File: config.mk
export PLATFORM = sky130hd
export DESIGN_NAME = serial_add8
export DESIGN_NICKNAME = d
export VERILOG_FILES = /design/src/rtl/serial_add8.sv
export SDC_FILE = /design/constraint.sdc
export NUM_CORES = 1
export LEC_CHECK = 0
export ABC_AREA = 1
export BUFFER_PORTS_ARGS = -buffer_cell sky130_fd_sc_hd__buf_2
export CORE_MARGIN = 5
export CORE_UTILIZATION = 25
export DETAILED_ROUTE_END_ITERATION = 12
export SYNTH_ARGS = -nofsm -noshare
export SYNTH_HDL_FRONTEND = slang
export SYNTH_SLANG_ARGS = --single-unit
File: constraint.sdc
create_clock -name clk -period 3.2 [get_ports clk]
set_input_delay 0.16 -clock clk [delete_from_list [all_inputs] [get_ports clk]]
set_output_delay 0.16 -clock clk [all_outputs]
set_load 0.01 [all_outputs]
File: src/rtl/serial_add8.sv
// Bit-serial 8-bit adder: {cout,sum} = a + b + cin, one bit per clock, LSB first.
// Ports: clk, rst (sync, active-high), start/a/b/cin in; busy, done, sum, cout
// out; ovf out only when SERIAL_ADD8_OVF_EN is defined.
module serial_add8 (
  input  logic       clk,
  input  logic       rst,
  input  logic       start,
  input  logic [7:0] a,
  input  logic [7:0] b,
  input  logic       cin,
  output logic       busy,
  output logic       done,
  output logic [7:0] sum,
  output logic       cout
`ifdef SERIAL_ADD8_OVF_EN
  ,
  output logic       ovf
`endif
);

  typedef enum logic [1:0] {
    S_IDLE,
    S_RUN,
    S_DONE
  } state_t;

  state_t     state;
  state_t     nxt;
  logic       load;
  logic [7:0] a_sh;
  logic [7:0] b_sh;
  logic [6:0] s_sh;
  logic       carry;
  logic [2:0] cnt;
  logic       s;
  logic       c;
  logic       last;

  // Single full-adder cell on the current LSBs.
  assign s    = a_sh[0] ^ b_sh[0] ^ carry;
  assign c    = (a_sh[0] & b_sh[0]) | (carry & (a_sh[0] ^ b_sh[0]));
  assign last = (cnt == 3'd7);

  always_ff @(posedge clk) begin
    if (rst) state <= S_IDLE;
    else     state <= nxt;
  end

  always_comb begin
    nxt  = state;
    busy = 1'b0;
    done = 1'b0;
    load = 1'b0;
    unique case (state)
      S_IDLE: begin
        if (start) begin
          load = 1'b1;
          nxt  = S_RUN;
        end
      end
      S_RUN: begin
        busy = 1'b1;
        if (last) nxt = S_DONE;
      end
      S_DONE: begin
        done = 1'b1;
        if (start) begin
          load = 1'b1;
          nxt  = S_RUN;
        end else begin
          nxt  = S_IDLE;
        end
      end
      default: nxt = S_IDLE;
    endcase
  end

  always_ff @(posedge clk) begin
    if (rst) begin
      a_sh  <= '0;
      b_sh  <= '0;
      s_sh  <= '0;
      carry <= 1'b0;
      cnt   <= '0;
      sum   <= '0;
      cout  <= 1'b0;
`ifdef SERIAL_ADD8_OVF_EN
      ovf   <= 1'b0;
`endif
    end else if (load) begin
      a_sh  <= a;
      b_sh  <= b;
      carry <= cin;
      cnt   <= '0;
    end else if (busy) begin
      a_sh  <= {1'b0, a_sh[7:1]};
      b_sh  <= {1'b0, b_sh[7:1]};
      s_sh  <= {s, s_sh[6:1]};
      carry <= c;
      cnt   <= cnt + 3'd1;
      if (last) begin
        // s_sh already holds bits 0..6; s is bit 7.
        sum  <= {s, s_sh};
        cout <= c;
`ifdef SERIAL_ADD8_OVF_EN
        // On the last bit, a_sh[0]/b_sh[0] are the latched a[7]/b[7].
        ovf  <= (a_sh[0] == b_sh[0]) && (s != a_sh[0]);
`endif
      end
    end
  end

endmodule

==> impl_results.md <==
- DR WL met2: 1570 microns
- Outcome: complete, no violations
- RSZ-0062 raised after global routing: no
- Final ANT Viol Nets: 0
- Drt first pass iters: 4
- Top layer in use: met4
- Dpl cell area: 0.00193 sq mm
- Multi-input gate area: 782 sq um
- Overflow after GRT: 0
- Met3 Routed Length: 259 microns
- Synthesis Warnings: 0
- Worst Skew: 4.22 ps
- Final WL: 3600 microns
- CP Cell Sequence: nand2_8, clkinv_2, buf_2
- Initial Util: 25.7%
- # setup viols final: 0
- Overall power: 959 uW
- Post-cts resize count: 0
- Startpoint Class: flip-flop
- Worst-path clk slew: 70 ps
- Hold WS: 92.0 ps
- Largest net degree at the start of global routing: 29
- Slowest CP cell: dfxtp_1
- Initial DRC count: 50
- PD cells: 477 mW/mm^2
- Fmax: 542 MHz
- Synthesized Nets: 254
- Reg area: 761 sq um
- Antenna diodes: 0
- Final min period: 1840 ps
- Area growth from synthesis to layout: 14.9%
- # fillers: 758
- Crit Path Max Fanout: 24
- Post-synth top area cell: dfxtp_1
- First-pass GRT wire length: 6200 microns
- TritonCTS Buffers: 5
- Final critical-path share of the clock period: 57.6%
- DRC Markers: 0
- Least-Margin Pin Slew: 652 ps
- Leakage: 0.954 nW
- Clock root buffer: clkbuf_8
- Most frequent cells in the layout: 50 x nand2_1, 38 x dfxtp_1, 37 x nor2_1
- Vias in the first global route: 1446
- Syn avg cell area: 7.57 sq um
- Number of synthesized register bits: 38
- Max-Slew Margin vs Limit: 56.5%
- Delay of the slowest critical-path stage: 740 ps
- Antenna violations before repair: 0
- Kind of critical path: reg -> out
- Hold-fix buffers at CTS: 0
- Core Rows: 30
- H-Tree Depth: 2
- Share of Yosys cell area claimed by the top area cell type: 43.5%
- Most common cell after layout, fill and taps aside: nand2_1
- Setup Fix Bufs, Post-CTS: 0
- Post-route cell area: 0.00201 sq mm
- CTS tree: done
- Synth area leaders: dfxtp_1 43%, nand2_1 11%, nor2_1 7.9%
- Skew-Pair Late Insertion Delay: 290 ps
- Die X: 93.6 microns
- Vias per cell: 4.09
- Final GP Congestion: 0.755
- Core Util, Final: 29.6%
- Max VDD drop: 0.272 mV
- Total track usage: 8.96%
- Clock buffer depth: 2
- Wire length on met1: 1730 microns
- DP HPWL: 2560 microns
- Hold Vio Cnt, Final: 0
- Layout cell share with drive strength beyond 1: 22.4%
- Synthesized area: 0.00175 sq mm
- Synth Instances: 231
- Port buffer count: 30
- Die Ht: 93.6 microns
- Routed WL per cell: 10.1 microns
- Via count: 1453
- DIE AREA: 0.00877 sq mm
- Arrival time at the worst endpoint: 1680 ps
- Seq/Total Area, Yosys: 43.5%
- # IOs: 31
- CP endpoint kind: output pin
- Num Clock Sinks: 38
- WP buf/inv: 2
- CP delay by family, top: flip-flops
- Accumulated negative setup slack: 0 ps
- Slew Viols, Final: 0
- Min-delay worst type: in -> reg
- Max_cap viols: 0
- Number of distinct library cells after synthesis: 24
- Critical Path RT: 3040 ps
- Final net count: 282
- Core ar.: 0.00679 sq mm
-- area by class of cell --
type	count	share of cell area [%]
clock buffers	7	3.80
inverters	30	5.98
multi-input cells	154	38.9
flip-flops and latches	38	37.9
well taps	96	5.98
repair buffers	30	7.47
-- flip-flops by register name, summed over array words and instances (netlist names) --
name and flops:
cout 1, cnt 3, state 2, sum 8, b_sh 8, a_sh 8
carry 1, s_sh 7
-- where the power goes --
group          internal (mW)  total [mW]  switching (mW)  leakage [nW]
Sequential             0.502       0.524          0.0212         0.311
Combinational         0.0491       0.130          0.0811         0.604
Clock                  0.150       0.306           0.156        0.0383
-- final timing paths --
kind,from,endpoint,slack [ps],depth (start not counted)
min reg2reg,cout,cout,470,2
min,b[7],b_sh[7],90,3
max reg2reg,state[0],b_sh[0],1620,5
max,state[0],busy,1360,3
-- logic make-up after synthesis --
logic type               count (synthesis)  synth area share (%)
AO/OA/AOI/OAI                           32                  10.0
XOR/XNOR                                 1                 0.501
adder cells (fa/ha/maj)                  3                  2.57
buffers and inverters                   39                  11.8
flip-flops                              38                  43.5
AND/OR/NAND/NOR                        118                  31.6
-- synth_stat cells --
master	n
clkinv_2	2
buf_4	1
nand2_2	2
fa_1	1
nand3_2	4
buf_8	2
nand2_8	2
nor2_1	37
dfxtp_1	38
nand2_4	1
buf_6	3
buf_2	2
inv_2	5
nor2_4	2
o21ai_0	17
inv_6	1
nand2_1	50
xor2_1	1
clkbuf_2	1
a21oi_1	11
nand3_1	20
a21oi_2	4
inv_1	22
ha_1	2
-- worst min-delay path, cell delays in order --
cell and delay (ps):
buf_2 80, nor2_1 30, nor2_1 80
-- stage by stage --
step	instances	setup slack, ps
after floorplan	231	2030
after global placement	348	1720
after detailed placement	348	1640
after CTS	355	1350
after global routing	355	1280
final	355	1360
-- per-layer routing --
layer / global-route usage (%) / up-vias
met5: 0 / -
met4: 3.97 / 0
met3: 2.82 / 4
met2: 14.4 / 32
met1: 11.0 / 643
li1: - / 774
Power figures use the tool's default switching activity.
